## config.mk

```make
export PLATFORM = sky130hd
export DESIGN_NAME = proj_fm_minhash_scan
export DESIGN_NICKNAME = d
export VERILOG_FILES = /design/src/rtl/proj_pkg.sv /design/src/rtl/proj_minhash_fold.sv /design/src/rtl/proj_fm_minhash_scan.sv
export SDC_FILE = /design/constraint.sdc
export NUM_CORES = 1
export LEC_CHECK = 0
export ABC_CLOCK_PERIOD_IN_PS = 10300
export CORE_MARGIN = 10
export CORE_UTILIZATION = 50
export DETAILED_ROUTE_END_ITERATION = 8
export HOLD_SLACK_MARGIN = 0.12
export PLACE_DENSITY = 0.82
export SYNTH_ARGS = -nofsm -noshare
export SYNTH_HDL_FRONTEND = slang
export SYNTH_SLANG_ARGS = --single-unit
```

## constraint.sdc

```tcl
create_clock -name i_clk -period 10.3 [get_ports i_clk]
set_input_delay 3.09 -clock i_clk [delete_from_list [all_inputs] [get_ports i_clk]]
set_output_delay 3.09 -clock i_clk [all_outputs]
set_load 0.005 [all_outputs]
```

## src/rtl/proj_pkg.sv

```systemverilog
// rtl/proj_pkg.sv - shared widths, minhash constants and scan FSM states
// Purpose: constants for the FM index/fragment widths and the minhash, plus
//          the scan state enum used by proj_fm_minhash_scan.
// Ports:   none (package).
package proj_pkg;
  localparam int SIGNED_INDICE_LEN         = 8;
  localparam int FM_EXTENDER_FRAG_LEN_BITS = 72;
  localparam int MINHASH_BITS              = 32;
  localparam logic [MINHASH_BITS-1:0] MINHASH_MUL  = 32'h9E3779B1;
  localparam logic [MINHASH_BITS-1:0] MINHASH_SEED = 32'h0000_0000;

  typedef enum logic [2:0] {
    IDLE,
    WAIT_FULL,
    SWAP,
    SCAN,
    DRAIN,
    DONE
  } scan_state_t;
endpackage

```

## src/rtl/proj_minhash_fold.sv

```systemverilog
// rtl/proj_minhash_fold.sv - registered fold/multiply/seed hash stage
// Purpose: XOR-folds a fragment into HASH_BITS chunks (last chunk zero-extended),
//          multiplies by HASH_MUL mod 2^HASH_BITS, XORs HASH_SEED, registers result.
// Ports:   i_clk, i_rst (async active-high)
//          i_valid, i_data  : fragment in (S1)
//          o_valid, o_hash  : hash out (S2), one cycle later
module proj_minhash_fold
  import proj_pkg::*;
#(
  parameter int                   FRAG_LEN  = FM_EXTENDER_FRAG_LEN_BITS,
  parameter int                   HASH_BITS = MINHASH_BITS,
  parameter logic [HASH_BITS-1:0] HASH_MUL  = MINHASH_MUL,
  parameter logic [HASH_BITS-1:0] HASH_SEED = MINHASH_SEED
) (
  input  logic                 i_clk,
  input  logic                 i_rst,
  input  logic                 i_valid,
  input  logic [FRAG_LEN-1:0]  i_data,
  output logic                 o_valid,
  output logic [HASH_BITS-1:0] o_hash
);
  localparam int N_CHUNKS = (FRAG_LEN + HASH_BITS - 1) / HASH_BITS;
  localparam int PAD_LEN  = N_CHUNKS * HASH_BITS;

  logic [PAD_LEN-1:0]   w_padded;
  logic [HASH_BITS-1:0] w_fold;
  logic [HASH_BITS-1:0] w_hash;
  logic                 r_valid;
  logic [HASH_BITS-1:0] r_hash;

  // Zero-extension supplies the zero padding of the final partial chunk.
  assign w_padded = PAD_LEN'(i_data);

  always_comb begin
    w_fold = '0;
    for (int c = 0; c < N_CHUNKS; c++) begin
      w_fold = w_fold ^ w_padded[c*HASH_BITS +: HASH_BITS];
    end
  end

  assign w_hash = (w_fold * HASH_MUL) ^ HASH_SEED;

  always_ff @(posedge i_clk or posedge i_rst) begin
    if (i_rst) begin
      r_valid <= 1'b0;
      r_hash  <= '0;
    end else begin
      r_valid <= i_valid;
      if (i_valid) r_hash <= w_hash;
    end
  end

  assign o_valid = r_valid;
  assign o_hash  = r_hash;
endmodule

```

## src/rtl/proj_fm_minhash_scan.sv

```systemverilog
// rtl/proj_fm_minhash_scan.sv - FM fragment sweep with running minimum hash
// Purpose: waits for the FM write buffer to fill, pulses o_chg_idx, sweeps
//          o_frag_idx over start_idx..start_idx+num_frags-1 and reports the
//          minimum hash and its index over a valid/ready handshake.
// Option:  PROJ_MINHASH_PAD_SKIP_EN - negative (zero-padded) indices never update min.
// Ports:   i_clk, i_rst (async active-high)
//          i_start, i_start_idx, i_num_frags : scan request (taken in IDLE only)
//          i_fm_wait, i_fm_rdata / o_frag_idx, o_chg_idx : FM interface
//          o_busy : not IDLE
//          o_res_valid, i_res_ready, o_res_hash, o_res_idx, o_res_empty : result
module proj_fm_minhash_scan
  import proj_pkg::*;
#(
  parameter int                   SIGNED_INDICE_LEN = proj_pkg::SIGNED_INDICE_LEN,
  parameter int                   FRAG_LEN          = proj_pkg::FM_EXTENDER_FRAG_LEN_BITS,
  parameter int                   CNT_BITS          = 16,
  parameter int                   HASH_BITS         = proj_pkg::MINHASH_BITS,
  parameter logic [HASH_BITS-1:0] HASH_MUL          = proj_pkg::MINHASH_MUL,
  parameter logic [HASH_BITS-1:0] HASH_SEED         = proj_pkg::MINHASH_SEED
) (
  input  logic                         i_clk,
  input  logic                         i_rst,
  input  logic                         i_start,
  input  logic [SIGNED_INDICE_LEN-1:0] i_start_idx,
  input  logic [CNT_BITS-1:0]          i_num_frags,
  input  logic                         i_fm_wait,
  input  logic [FRAG_LEN-1:0]          i_fm_rdata,
  output logic [SIGNED_INDICE_LEN-1:0] o_frag_idx,
  output logic                         o_chg_idx,
  output logic                         o_busy,
  output logic                         o_res_valid,
  input  logic                         i_res_ready,
  output logic [HASH_BITS-1:0]         o_res_hash,
  output logic [SIGNED_INDICE_LEN-1:0] o_res_idx,
  output logic                         o_res_empty
);
  localparam logic [CNT_BITS-1:0] CNT_ONE    = 1;
  localparam logic [CNT_BITS-1:0] DRAIN_LAST = 2;

  scan_state_t                  r_state, w_next;
  logic [SIGNED_INDICE_LEN-1:0] r_start_idx, r_frag_idx, r_min_idx, r_s1_idx, r_s2_idx;
  logic [SIGNED_INDICE_LEN-1:0] w_scan_idx;
  logic [CNT_BITS-1:0]          r_num, r_cnt;
  logic [HASH_BITS-1:0]         r_min;
  logic                         r_hit;
  logic                         r_s1_valid;
  logic [FRAG_LEN-1:0]          r_s1_data;
  logic                         w_s2_valid;
  logic [HASH_BITS-1:0]         w_s2_hash;
  logic                         w_scan_last, w_drain_last, w_pad_ok, w_take;

  // Truncating the counter gives the sign-wrapping index add for free.
  assign w_scan_idx   = r_start_idx + SIGNED_INDICE_LEN'(r_cnt);
  assign w_scan_last  = (r_cnt == r_num - CNT_ONE);
  assign w_drain_last = (r_cnt == DRAIN_LAST);

`ifdef PROJ_MINHASH_PAD_SKIP_EN
  assign w_pad_ok = ~r_s2_idx[SIGNED_INDICE_LEN-1];
`else
  assign w_pad_ok = 1'b1;
`endif

  // Strict less-than keeps the earliest index on ties.
  assign w_take = w_s2_valid & w_pad_ok & (w_s2_hash < r_min);

  always_ff @(posedge i_clk or posedge i_rst) begin
    if (i_rst) r_state <= IDLE;
    else       r_state <= w_next;
  end

  always_comb begin
    w_next      = r_state;
    o_chg_idx   = 1'b0;
    o_busy      = (r_state != IDLE);
    o_res_valid = 1'b0;
    o_res_empty = 1'b0;
    o_frag_idx  = r_frag_idx;
    case (r_state)
      IDLE:      if (i_start) w_next = WAIT_FULL;
      WAIT_FULL: if (i_fm_wait) w_next = SWAP;
      SWAP: begin
        o_chg_idx = 1'b1;
        w_next    = (r_num == '0) ? DRAIN : SCAN;
      end
      SCAN: begin
        o_frag_idx = w_scan_idx;
        if (w_scan_last) w_next = DRAIN;
      end
      DRAIN:     if (w_drain_last) w_next = DONE;
      DONE: begin
        o_res_valid = 1'b1;
        o_res_empty = ~r_hit;
        if (i_res_ready) w_next = IDLE;
      end
      default:   w_next = IDLE;
    endcase
  end

  always_ff @(posedge i_clk or posedge i_rst) begin
    if (i_rst) begin
      r_start_idx <= '0;
      r_num       <= '0;
      r_cnt       <= '0;
      r_frag_idx  <= '0;
      r_min       <= '1;
      r_min_idx   <= '0;
      r_hit       <= 1'b0;
      r_s1_valid  <= 1'b0;
      r_s1_data   <= '0;
      r_s1_idx    <= '0;
      r_s2_idx    <= '0;
    end else begin
      r_s1_valid <= (r_state == SCAN);
      if (r_state == SCAN) begin
        r_s1_data  <= i_fm_rdata;
        r_s1_idx   <= w_scan_idx;
        r_frag_idx <= w_scan_idx;
      end
      // Index rides alongside the fold register so S2 hash and index line up.
      r_s2_idx <= r_s1_idx;
      case (r_state)
        IDLE: if (i_start) begin
          r_start_idx <= i_start_idx;
          r_num       <= i_num_frags;
          r_min       <= '1;
          r_min_idx   <= i_start_idx;
          r_hit       <= 1'b0;
        end
        SWAP:  r_cnt <= '0;
        SCAN:  r_cnt <= w_scan_last ? '0 : r_cnt + CNT_ONE;
        DRAIN: r_cnt <= r_cnt + CNT_ONE;
        default: ;
      endcase
      if (w_take) begin
        r_min     <= w_s2_hash;
        r_min_idx <= r_s2_idx;
        r_hit     <= 1'b1;
      end
    end
  end

  proj_minhash_fold #(
    .FRAG_LEN  (FRAG_LEN),
    .HASH_BITS (HASH_BITS),
    .HASH_MUL  (HASH_MUL),
    .HASH_SEED (HASH_SEED)
  ) u_fold (
    .i_clk   (i_clk),
    .i_rst   (i_rst),
    .i_valid (r_s1_valid),
    .i_data  (r_s1_data),
    .o_valid (w_s2_valid),
    .o_hash  (w_s2_hash)
  );

  assign o_res_hash = r_min;
  assign o_res_idx  = r_min_idx;
endmodule

```

======== Yosys cells after proc, flatten, opt, wreduce, memory -nomap -nowiden ========
Index checks and enable logic that the tools add are counted.
operators by class
  muxes and demuxes ....................... 22
  magnitude comparators ................... 1
  add/sub/neg operators ................... 3
  equality and inequality tests ........... 12
  bitwise logic cells ..................... 4
  reduce and logical (&&, ||, !) cells .... 9
  multipliers ............................. 1
operators by type and width
  cell                      count
  $mux W32                  3
  $pmux W16 S3              1
  $lt A32 B32 Y1            1
  $mul A32 B32 Y32 const B  1
  $mux W8                   4
  $xor A32 B32 Y32          1
  $xor A32 B8 Y32           1
  $mux W3                   6
  $pmux W3 S6               1
  $add A16 B1 Y16 const B   1
  $eq A16 B16 Y1            1
  $eq A16 B2 Y1 const B     1
  $logic_not A16 Y1         1
  $mux W16                  1
  $sub A16 B1 Y16 const B   1
  $ne A2 B2 Y1 const B      5
  $add A8 B8 Y8             1
  $eq A3 B2 Y1 const B      2
  $eq A3 B3 Y1 const B      2
  $mux W1                   6
  $reduce_bool A3 Y1        2
  $reduce_and A5 Y1         1
  $reduce_and A2 Y1         2
  $reduce_bool A2 Y1        2
  other kinds (4)           4
word-level totals
  output and inout port bits .............. 52
  logic and storage cells ................. 66
  register bits ........................... 214

======== Longest topological paths before layout ========
Gate-level depths: netlist of run 1.
  depth in word-level cells ............... 4
  depth in mapped cells ................... 30

======== By module ========
A second synthesis of run 1 with hierarchy kept.
second synthesis, totals
  cells, all modules ...................... 1993
  area total of the unflattened synthesis .. 19461.2 sq um
by module, submodules not included
  module                cells an instance  area an instance (sq um)  times used  seq. area each (sq um)
  proj_minhash_fold     1036               10595.2                   1           825.8
  proj_fm_minhash_scan  957                8866.0                    1           4569.4

======== Worst setup path after synthesis of run 1 ========
Ideal clock, no wire load.
  path type ............................... register to register
  start ................................... register r_s1_data[34]
  end ..................................... register u_fold.r_hash[29], in the netlist u_fold.o_hash[29]
  data arrival time ....................... 7.410 ns
  buffers on the path ..................... 0
  setup slack ............................. 2.766 ns
  library setup time ...................... 0.125 ns
  stages on the path, launching flop included .. 27
  required time ........................... 10.175 ns
  period minus slack after synthesis ...... 7.534 ns
  cells stage by stage .................... dfrtp_1 -> xnor2_1 -> xnor2_1 -> xor2_1 -> ha_1 -> a21oi_1 -> inv_1 -> fa_1 -> fa_1 -> inv_1 -> fa_1 -> inv_1 -> fa_1 -> ha_1 -> fa_1 -> inv_1 -> fa_1 -> inv_1 -> ha_1 -> a2111oi_0 -> or3b_2 -> a31oi_1 -> o21bai_1 -> o311ai_0 -> nor2b_1 -> xnor2_1 -> mux2_2
on the way
  longest elaborated chain between the ends .. 3
ends and longest elaborated chain
  item                        RTL line                     source
  from (decl)                 proj_fm_minhash_scan.sv:47   logic [FRAG_LEN-1:0] r_s1_data;
  from (signal assigned)      proj_fm_minhash_scan.sv:115  r_s1_data <= i_fm_rdata;
  $xor A32 B32 Y32            proj_minhash_fold.sv:37      w_fold = w_fold ^ w_padded[c*HASH_BITS +: HASH_BITS];
  $xor A32 B8 Y32             proj_minhash_fold.sv:37
  named net u_fold.w_fold[2]  proj_minhash_fold.sv:26      logic [HASH_BITS-1:0] w_fold;
  $mul A32 B32 Y32            proj_minhash_fold.sv:41      assign w_hash = (w_fold * HASH_MUL) ^ HASH_SEED;
  to (signal assigned)        proj_minhash_fold.sv:49      if (i_valid) r_hash <= w_hash;
  to (decl)                   proj_minhash_fold.sv:29      logic [HASH_BITS-1:0] r_hash;
The timed path passes the listed nets, and every way through them passes these cells.
A chain may end at the register's enable or synchronous reset.

======== Worst setup path in the final report of run 1 ========
  start ................................... register r_s1_data[66]
  end ..................................... register u_fold.r_hash[29], in the netlist u_fold.o_hash[29]
on the way
  longest elaborated chain between the ends .. 2
ends and longest elaborated chain
  item                        RTL line
  $xor A32 B8 Y32             proj_minhash_fold.sv:37
  named net u_fold.w_fold[2]  proj_minhash_fold.sv:26
  $mul A32 B32 Y32            proj_minhash_fold.sv:41
The timed path passes the listed nets, and every way through them passes these cells.

==> load_flow_metrics.sql, run 1 <==
INSERT INTO impl_metrics (metric_group, metric, value, unit) VALUES
('run_status', 'outcome', 'complete, no violations', ''),
('clocking', 'number_of_buffers_inserted_by_hold_repair_at_cts', '0', ''),
('cells_and_area', 'multi_input_comb_area', '12100', 'um2'),
('global_route', 'first_global_vias', '14700', ''),
('die', 'floorplan.initialDensity', '50.8', '%'),
('global_route', 'globalRoute.totalOverflow', '0', ''),
('routing', 'detail_route.vias_per_cell', '5.14', ''),
('die', 'row_count', '71', ''),
('routing', 'number_of_drc_violations_after_detailed_routing_iteration_0', '786', ''),
('clocking', 'cts.sink_count', '214', ''),
('place', 'final_wtd_congestion', '0.946', ''),
('clocking', 'clock_network_latency_to_the_later_pin_of_the_worst_skew_pair', '0.57', 'ns'),
('synth', 'synth.net_count', '2497', ''),
('timing', 'slew-limit-headroom', '14.0', '%'),
('synth', 'cell_area_synth', '19100', 'um2'),
('timing', 'tns', '0', 'ns'),
('clocking', 'number_of_h_tree_levels', '1', ''),
('place', 'port_buffers', '152', ''),
('routing', 'number_of_iterations_in_the_first_detailed_routing_pass', '5', ''),
('routing', 'final_antenna_net_count', '0', ''),
('timing', 'worst-slew-pin-transition', '1.28', 'ns'),
('timing', 'timing.final.crit_share', '86.0', '%'),
('timing', 'finalMaxSlewViolations', '0', ''),
('place', 'detailedPlace.worstSlack', '1.43', 'ns'),
('worst_setup_path', 'cpPeakStageDelay', '0.91', 'ns'),
('synth', 'synth.area.top_cells', 'dfrtp_1, fa_1, ha_1', ''),
('timing', 'fin_hold_ws', '0.370', 'ns'),
('clocking', 'cts_buffers', '25', ''),
('cells_and_area', 'syn_to_final_growth', '15.5', '%'),
('worst_hold_path', 'path_category_of_the_worst_min_delay_check', 'reg -> reg', ''),
('routing', 'routed_wirelength', '47.4', 'mm'),
('clocking', 'worst_setup_hold_path_clk_slew', '0.06', 'ns'),
('global_route', 'grt_max_degree', '138', ''),
('clocking', 'ctsResizeCount', '0', ''),
('synth', 'flip_flop_and_latch_count_after_synthesis', '214', ''),
('cells_and_area', 'finalNetCount', '2649', ''),
('clocking', 'cts-root-to-sink-buffers', '3', ''),
('routing', 'remaining_drc_errors', '0', ''),
('timing', 'setup_slack', '1.44', 'ns'),
('timing', 'hold_viol', '0', ''),
('synth', 'synth.lib_cells_used.distinct', '65', ''),
('synth', 'synth_top_area_share', '23.8', '%'),
('timing', 'timing.fmax', '0.113', 'GHz'),
('cells_and_area', 'seqCellArea', '5400', 'um2'),
('synth', 'synth-edff-count', '0', ''),
('worst_setup_path', 'cpMaxStageDelayCell', 'xnor2_1', ''),
('worst_setup_path', 'timing_worst_setup_path_type', 'reg -> reg', ''),
('synth', 'synthesis.instances', '1976', ''),
('worst_setup_path', 'critPathLaunchType', 'register', ''),
('cells_and_area', 'insertedDiodeCount', '0', ''),
('clocking', 'cts_tree', 'done', ''),
('global_route', 'antenna_found_initial', '0', ''),
('timing', 'clock_skew', '0.0144', 'ns'),
('synth', 'synth_area_per_cell', '9.67', 'um2'),
('routing', 'dr_total_vias', '13700', ''),
('synth', 'synthTopCellsByCount', 'nand2_1, inv_1, ha_1', ''),
('die', 'die_h', '216', 'um'),
('synth', 'asyncSetResetFlopFracSynth', '100', '%'),
('synth', 'synth.yosys.seq_area_share', '28.2', '%'),
('global_route', 'wire_length_of_the_first_global_routing_pass', '77.8', 'mm'),
('die', 'fp.dieArea', '46500', 'um2'),
('flow_run', 'drv_cap', '0', ''),
('place', 'dp_hpwl', '38.6', 'mm'),
('timing', 'rsz0062_at_grt', 'no', ''),
('timing', 'setup_viol_count_final', '0', ''),
('synth', 'yosysMostFrequentCell', 'nand2_1', ''),
('synth', 'yosys_warnings', '0', ''),
('synth', 'dominant_register_cell_in_the_synthesized_netlist', 'dfrtp_1', ''),
('routing', 'route.detailed.wl_per_inst', '17.8', 'um'),
('die', 'boundaryPins', '153', ''),
('cells_and_area', 'share_of_final_layout_standard_cells_stronger_than_drive_strength_1', '8.06', '%'),
('timing', 'post-route-min-period', '8.86', 'ns'),
('clocking', 'postCtsSetupBuffers', '0', ''),
('worst_setup_path', 'worst-endpoint-required', '10.75', 'ns'),
('worst_setup_path', 'timing.critical_path.fanout_max', '10', ''),
('worst_setup_path', 'critical_path.endpoint_type', 'register', ''),
('die', 'fp.coreArea', '37700', 'um2'),
('cells_and_area', 'num-fill-cells', '3174', ''),
('worst_setup_path', 'worst-endpoint-arrival', '9.31', 'ns'),
('die', 'width_of_the_die', '216', 'um'),
('synth', 'cell_type_contributing_the_most_total_cell_area_after_synthesis', 'dfrtp_1', ''),
('global_route', 'grt_util_all_layers', '20.7', '%'),
('worst_setup_path', 'timing.critical_path.mode_cell', 'fa_1', ''),
('clocking', 'cts_root_buf', 'clkbuf_16', '');
flip-flops by register name, indices dropped and copies added (netlist names):
name and flops:
r_s1_idx 8, r_s1_valid 1, r_s1_data 72, u_fold.o_valid 1
r_frag_idx 8, r_cnt 16, o_res_idx 8, u_fold.o_hash 32
r_start_idx 8, o_res_hash 32, r_hit 1, r_num 16
r_state 3, r_s2_idx 8
critical path: cells and delay by family, from the launching register on:
kind	cells	cell delay, ns
AO/OA/AOI/OAI	5	1.69
XOR/XNOR	4	1.52
adder cells (fa/ha/maj)	9	3.78
buffers and inverters	5	0.32
flip-flops	1	0.39
multiplexers	1	0.25
AND/OR/NAND/NOR	2	0.78
final timing paths:
| check | startpoint | end | slack, ns | cells past startpoint |
|---|---|---|---|---|
| min reg2reg | r_s1_idx[2]$_DFFE_PP0P_ | r_s2_idx[2]$_DFF_PP0_ | 0.37 | 0 |
| min | r_s1_idx[2]$_DFFE_PP0P_ | r_s2_idx[2]$_DFF_PP0_ | 0.37 | 0 |
| min in group asynchronous | i_rst | u_fold.o_hash[7]$_DFFE_PP0P_ | 3.15 | 2 |
| max in group asynchronous | i_rst | r_s1_data[34]$_DFFE_PP0P_ | 5.59 | 3 |
| max | r_s1_data[66]$_DFFE_PP0P_ | u_fold.o_hash[29]$_DFFE_PP0P_ | 1.44 | 26 |
| max reg2reg | r_s1_data[66]$_DFFE_PP0P_ | u_fold.o_hash[29]$_DFFE_PP0P_ | 1.44 | 26 |
logic make-up (layout without fill, tap and decap cells):
group                      after synthesis  count (layout)  synth area share (%)
buffers and inverters                  436             607                  8.61
and+or+nand+nor                        539             539                  11.7
adders and majority gates              421             421                  35.3
xor gates and xnor gates               152             152                  7.04
DFF                                    214             214                  28.2
AOI/OAI and AO/OA                      148             148                  5.27
muxes                                   66              66                  3.87
routing by layer:
| layer | wire length, um | global-route usage, % |
|---|---|---|
| met1 | 20900 | 27.1 |
| met2 | 22300 | 34.2 |
| met3 | 2540 | 3.10 |
| met4 | 1710 | 7.39 |
| met5 | 0 | 0 |
cell type report:
class | instances | area share (%)
multi-input cells | 1326 | 54.8
flip-flops and latches | 214 | 24.4
repair buffers | 170 | 7.51
inverters | 391 | 6.68
clock buffers | 30 | 3.06
well taps | 511 | 2.90
clock inverters | 16 | 0.618
metrics by stage:
step           utilization (%)  instances  cell area [um2]
6_report                  58.6       2658            22100
5_1_grt                   58.6       2658            22100
4_1_cts                   58.6       2658            22100
3_5_place_dp              56.4       2612            21300
3_3_place_gp              56.4       2612            21300
2_1_floorplan                -       1976            19100
cells in the final DEF, fill, tap and decap left out, types with 3 or more instances in the layout:
cell and count:
nor2b_1 5, clkbuf_16 25, inv_6 3, clkinv_1 3, nand3_1 10, dfrtp_1 182
or3_1 7, xor2_1 65, inv_1 386, a31o_2 4, nor3_1 11, buf_4 18
ha_1 223, or4_1 3, o21a_1 8, nand3b_1 3, mux2i_1 3, a211oi_1 6
clkbuf_8 3, xnor2_1 86, nor4_1 4, o311ai_0 3, o21ai_0 21, and3_1 5
o31ai_1 3, o21bai_1 10, a21oi_1 43, fa_1 197, o221ai_1 3, nand4_1 10
clkinv_2 9, and2_1 4, a21o_1 21, a31oi_1 4, nand2_1 402, mux2_2 63
dfstp_2 32, nand2b_1 9, clkdlybuf4s50_1 152, nor2_1 52
Power of run 1 is not shown: default switching activity piles up to over one toggle a cycle in this logic, so the estimate is an artifact.
==> run 2: changes to the inputs <==
Settings changed: GPL_TIMING_DRIVEN set to 0.
==> load_flow_metrics.sql, run 2 (synthesis results as in run 1) <==
INSERT INTO impl_metrics (metric_group, metric, value, unit) VALUES
('worst_setup_path', 'worst-endpoint-arrival', '9.49', 'ns'),
('die', 'floorplan.initialDensity', '50.8', '%'),
('timing', 'timing.fmax', '0.110', 'GHz'),
('worst_setup_path', 'cp_top_family', 'adder cells', ''),
('routing', 'dr_total_vias', '14000', ''),
('clocking', 'postCtsSetupBuffers', '0', ''),
('cells_and_area', 'register_with_the_highest_flop_count', 'r_s1_data', ''),
('place', 'final_wtd_congestion', '1.01', ''),
('worst_setup_path', 'cpMaxStageDelayCell', 'xor2_1', ''),
('routing', 'detail_route.vias_per_cell', '5.22', ''),
('timing', 'worst-slew-pin-transition', '1.40', 'ns'),
('global_route', 'use_met2', '36.3', '%'),
('cells_and_area', 'insertedDiodeCount', '0', ''),
('timing', 'rsz0062_at_grt', 'no', ''),
('clocking', 'ctsResizeCount', '0', ''),
('clocking', 'worst_setup_hold_path_clk_slew', '0.07', 'ns'),
('worst_setup_path', 'cpPeakStageDelay', '0.61', 'ns'),
('worst_setup_path', 'critical_path.endpoint_type', 'register', ''),
('routing', 'routed_wirelength', '48.6', 'mm'),
('worst_setup_path', 'timing.critical_path.mode_cell', 'fa_1', ''),
('cells_and_area', 'final_cell_count_no_fill', '2683', ''),
('global_route', 'grt_util_all_layers', '21.1', '%'),
('global_route', 'globalRoute.busiestLayer', 'met2', ''),
('cells_and_area', 'mostFrequentLayoutCells', 'nand2_1, inv_1, ha_1, fa_1, dfrtp_1', ''),
('worst_setup_path', 'timing.critical_path.fanout_max', '11', ''),
('clocking', 'number_of_buffers_inserted_by_hold_repair_at_cts', '0', ''),
('global_route', 'globalRoute.totalOverflow', '0', ''),
('cells_and_area', 'share_of_final_layout_standard_cells_stronger_than_drive_strength_1', '6.91', '%'),
('timing', 'clock_skew', '0.0156', 'ns'),
('worst_setup_path', 'critPathLaunchType', 'register', ''),
('global_route', 'globalRouteMet3Util', '3.33', '%'),
('routing', 'route.detailed.wl_per_inst', '18.1', 'um'),
('routing', 'number_of_iterations_in_the_first_detailed_routing_pass', '5', ''),
('clocking', 'cts_tree', 'done', ''),
('global_route', 'first_global_vias', '15300', ''),
('timing', 'post-route-min-period', '9.08', 'ns'),
('die', 'die_h', '216', 'um'),
('worst_hold_path', 'path_category_of_the_worst_min_delay_check', 'reg -> reg', ''),
('place', 'total_instance_count_after_detailed_placement', '2640', ''),
('cells_and_area', 'finalNetCount', '2677', ''),
('die', 'width_of_the_die', '216', 'um'),
('clocking', 'clock_network_latency_to_the_later_pin_of_the_worst_skew_pair', '0.55', 'ns'),
('die', 'boundaryPins', '153', ''),
('worst_setup_path', 'timing_worst_setup_path_type', 'reg -> reg', ''),
('worst_setup_path', 'cp.buffers_inverters', '5', ''),
('clocking', 'cts_buffers', '24', ''),
('routing', 'remaining_drc_errors', '0', ''),
('routing', 'number_of_drc_violations_after_detailed_routing_iteration_0', '835', ''),
('timing', 'finalMaxSlewViolations', '0', ''),
('die', 'fp.dieArea', '46500', 'um2'),
('flow_run', 'drv_cap', '0', ''),
('global_route', 'grt_max_degree', '121', ''),
('timing', 'timing.final.crit_share', '88.2', '%'),
('clocking', 'number_of_h_tree_levels', '1', ''),
('clocking', 'cts-root-to-sink-buffers', '3', ''),
('place', 'port_buffers', '152', ''),
('global_route', 'antenna_found_initial', '0', ''),
('global_route', 'wire_length_of_the_first_global_routing_pass', '80.1', 'mm'),
('cells_and_area', 'syn_to_final_growth', '15.6', '%'),
('routing', 'final_antenna_net_count', '0', ''),
('worst_setup_path', 'worst-endpoint-required', '10.71', 'ns'),
('run_status', 'outcome', 'complete, no violations', ''),
('clocking', 'cts.sink_count', '214', ''),
('clocking', 'cts_root_buf', 'clkbuf_16', ''),
('timing', 'hold_viol', '0', ''),
('die', 'row_count', '71', ''),
('global_route', 'grtUsageMet1', '26.8', '%'),
('die', 'fp.coreArea', '37700', 'um2'),
('cells_and_area', 'largest_register_ff_count', '72', ''),
('timing', 'setup_viol_count_final', '0', ''),
('timing', 'slew-limit-headroom', '6.18', '%'),
('place', 'dp_hpwl', '39.9', 'mm'),
('cells_and_area', 'layout_commonest_cell', 'nand2_1', '');
run 2: stage by stage:
stage	hold WS [ns]	setup WS (ns)	util (%)	area (um2)	setup TNS [ns]
3_5_place_dp	0.367	1.08	56.6	21300	0
6_report	0.373	1.22	58.7	22100	0
5_1_grt	0.397	0.921	58.7	22100	0
2_1_floorplan	0.354	1.41	-	19100	0
3_3_place_gp	0.358	-1.17	56.5	21300	-206.37
4_1_cts	0.368	1.05	58.7	22100	0
run 2: worst paths after layout:
check                                                 to                      start  slack (ns)  cells after the start
setup / recovery           u_fold.o_hash[30]$_DFFE_PP0P_  r_s1_data[37]$_DFFE_PP0P_        1.22                     27
hold / removal                     r_s2_idx[2]$_DFF_PP0_    r_s1_idx[2]$_DFFE_PP0P_        0.37                      0
setup reg to reg           u_fold.o_hash[30]$_DFFE_PP0P_  r_s1_data[37]$_DFFE_PP0P_        1.22                     27
hold reg to reg                    r_s2_idx[2]$_DFF_PP0_    r_s1_idx[2]$_DFFE_PP0P_        0.37                      0
max in group asynchronous      r_s1_data[49]$_DFFE_PP0P_                      i_rst        6.19                      3
min in group asynchronous   u_fold.o_hash[3]$_DFFE_PP0P_                      i_rst        3.07                      2
run 2: final cells by class:
cell class,instances,area [um2]
Buffer,45,178
Clock buffer,29,639
Clock inverter,13,140
Fill cell,3122,15600
Inverter,391,1480
Multi-Input combinational cell,1326,12100
Sequential cell,214,5400
Tap cell,511,639
Timing Repair Buffer,154,1560
run 2: layer usage:
layer / vias to the layer above / share of wire (%)
li1: 6511 / -
met1: 6966 / 42
met2: 453 / 49
met3: 87 / 5.7
met4: 0 / 2.8
met5: - / 0
Power of run 2 is left out for the same reason.
==> run 3: changes to the inputs <==
Settings changed: CORE_MARGIN 10 to not set.
==> load_flow_metrics.sql, run 3 (synthesis results as in run 1) <==
INSERT INTO impl_metrics (metric_group, metric, value, unit) VALUES
('cells_and_area', 'fin_area', '22100', 'um2'),
('timing', 'timing.fmax', '0.110', 'GHz'),
('routing', 'detail_route.vias_per_cell', '5.20', ''),
('global_route', 'grt_util_all_layers', '25.7', '%'),
('die', 'width_of_the_die', '198', 'um'),
('clocking', 'cts_root_buf', 'clkbuf_16', ''),
('routing', 'remaining_drc_errors', '0', ''),
('clocking', 'cts.sink_count', '214', ''),
('cells_and_area', 'layout_commonest_cell', 'nand2_1', ''),
('worst_setup_path', 'critical_path.endpoint_type', 'register', ''),
('timing', 'setup_viol_count_final', '0', ''),
('global_route', 'grt_max_degree', '137', ''),
('cells_and_area', 'syn_to_final_growth', '15.6', '%'),
('routing', 'final_antenna_net_count', '0', ''),
('global_route', 'first_global_vias', '15200', ''),
('clocking', 'cts_buffers', '24', ''),
('routing', 'dr_total_vias', '14000', ''),
('clocking', 'number_of_buffers_inserted_by_hold_repair_at_cts', '0', ''),
('worst_setup_path', 'critPathLaunchType', 'register', ''),
('timing', 'finalMaxSlewViolations', '0', ''),
('clocking', 'postCtsSetupBuffers', '0', ''),
('routing', 'number_of_iterations_in_the_first_detailed_routing_pass', '5', ''),
('clocking', 'cts-root-to-sink-buffers', '3', ''),
('place', 'port_buffers', '152', ''),
('timing', 'post-route-min-period', '9.13', 'ns'),
('cells_and_area', 'num-fill-cells', '3212', ''),
('cells_and_area', 'share_of_final_layout_standard_cells_stronger_than_drive_strength_1', '6.76', '%'),
('clocking', 'worst_setup_hold_path_clk_slew', '0.06', 'ns'),
('timing', 'clock_skew', '0.0305', 'ns'),
('clocking', 'number_of_h_tree_levels', '1', ''),
('routing', 'number_of_drc_violations_after_detailed_routing_iteration_0', '844', ''),
('global_route', 'wire_length_of_the_first_global_routing_pass', '77.8', 'mm'),
('timing', 'slew-limit-headroom', '8.85', '%'),
('timing', 'hold_viol', '0', ''),
('routing', 'route.detailed.wl_per_inst', '17.7', 'um'),
('die', 'row_count', '71', ''),
('timing', 'timing.final.crit_share', '88.6', '%'),
('die', 'die_h', '198', 'um'),
('cells_and_area', 'finalNetCount', '2676', ''),
('die', 'fp.coreArea', '37700', 'um2'),
('clocking', 'cts_tree', 'done', ''),
('die', 'fp.dieArea', '39000', 'um2'),
('cells_and_area', 'register_with_the_highest_flop_count', 'r_s1_data', ''),
('die', 'boundaryPins', '153', ''),
('place', 'placedInstanceArea', '21300', 'um2'),
('run_status', 'outcome', 'complete, no violations', ''),
('clocking', 'ctsResizeCount', '0', ''),
('cells_and_area', 'largest_register_ff_count', '72', ''),
('global_route', 'globalRoute.totalOverflow', '0', ''),
('routing', 'routed_wirelength', '47.5', 'mm'),
('place', 'dp_hpwl', '38.5', 'mm'),
('die', 'floorplan.initialDensity', '50.8', '%'),
('flow_run', 'drv_cap', '0', ''),
('worst_setup_path', 'timing_worst_setup_path_type', 'reg -> reg', ''),
('worst_setup_path', 'worst-endpoint-required', '10.72', 'ns'),
('timing', 'worst-slew-pin-transition', '1.36', 'ns'),
('global_route', 'antenna_found_initial', '0', ''),
('place', 'final_wtd_congestion', '0.917', ''),
('cells_and_area', 'mostFrequentLayoutCells', 'nand2_1, inv_1, ha_1, fa_1, dfrtp_1', ''),
('worst_setup_path', 'worst-endpoint-arrival', '9.54', 'ns'),
('worst_setup_path', 'timing.critical_path.fanout_max', '11', ''),
('cells_and_area', 'insertedDiodeCount', '0', ''),
('worst_hold_path', 'path_category_of_the_worst_min_delay_check', 'reg -> reg', ''),
('clocking', 'clock_network_latency_to_the_later_pin_of_the_worst_skew_pair', '0.55', 'ns'),
('timing', 'rsz0062_at_grt', 'no', '');
## run 3: changes by cell type in the layout (fill, tap and decap cells not counted), sizes merged
cell | before | now
clkbuf | 67 | 77
clkinvlp | 3 | 0
bufinv | 2 | 0
clkinv | 9 | 7
buf | 9 | 8
inv | 390 | 389
## run 3: final cells by class
cell class                      count  area (um2)  share of cell area, %
Multi-Input combinational cell   1326       12100                   54.8
Clock buffer                       39         697                   3.15
Buffer                             45         178                  0.804
Sequential cell                   214        5400                   24.4
Clock inverter                      5        56.3                  0.255
Inverter                          391        1480                   6.68
Timing Repair Buffer              153        1550                   7.01
Tap cell                          511         639                   2.89
## run 3: layer usage
metal / track usage [%] / up-vias / wire length, um
met5: 0 / - / 0
met4: 9.47 / 0 / 1730
met3: 4.34 / 96 / 2950
met2: 42.6 / 456 / 22500
met1: 34.0 / 6904 / 20300
li1: - / 6495 / -
## run 3: path summary, 6_finish.rpt
kind | startpoint | endpoint | slack, ns | depth (start not counted)
setup reg to reg | r_s1_data[37]$_DFFE_PP0P_ | u_fold.o_hash[30]$_DFFE_PP0P_ | 1.17 | 27
setup / recovery | r_s1_data[37]$_DFFE_PP0P_ | u_fold.o_hash[30]$_DFFE_PP0P_ | 1.17 | 27
hold / removal | r_s1_idx[6]$_DFFE_PP0P_ | r_s2_idx[6]$_DFF_PP0_ | 0.37 | 0
hold reg to reg | r_s1_idx[6]$_DFFE_PP0P_ | r_s2_idx[6]$_DFF_PP0_ | 0.37 | 0
min in group asynchronous | i_rst | u_fold.o_hash[19]$_DFFE_PP0P_ | 3.01 | 2
max in group asynchronous | i_rst | r_s1_data[55]$_DFFE_PP0P_ | 6.18 | 3
## run 3: critical path, cell delays in order, from the launching register on
cell	delay (ns)
dfrtp_1	0.39
xnor2_1	0.19
xor2_1	0.73
clkinv_1	0.73
nor2_1	0.37
nor2_1	0.21
xnor2_1	0.19
fa_1	0.44
fa_1	0.49
inv_1	0.05
fa_1	0.50
inv_1	0.06
fa_1	0.48
fa_1	0.50
fa_1	0.50
inv_1	0.05
fa_1	0.48
inv_1	0.04
ha_1	0.34
a211oi_1	0.30
nand2_1	0.09
or3_1	0.35
a211oi_1	0.42
nor3_1	0.17
o21a_1	0.24
o311ai_0	0.42
nand4b_1	0.14
o311ai_0	0.12
## run 3: through the flow
| stage | setup TNS, ns | hold slack [ns] | util, % | setup slack (ns) | instances |
|---|---|---|---|---|---|
| final | 0 | 0.373 | 58.7 | 1.17 | 2684 |
| after global routing | 0 | 0.395 | 58.7 | 0.790 | 2684 |
| after CTS | 0 | 0.376 | 58.6 | 1.34 | 2684 |
| after detailed placement | 0 | 0.361 | 56.6 | 1.36 | 2640 |
| after global placement | -192.87 | 0.358 | 56.5 | -1.10 | 2639 |
| after floorplan | 0 | 0.354 | - | 1.41 | 1976 |
Power of run 3 is left out for the same reason.
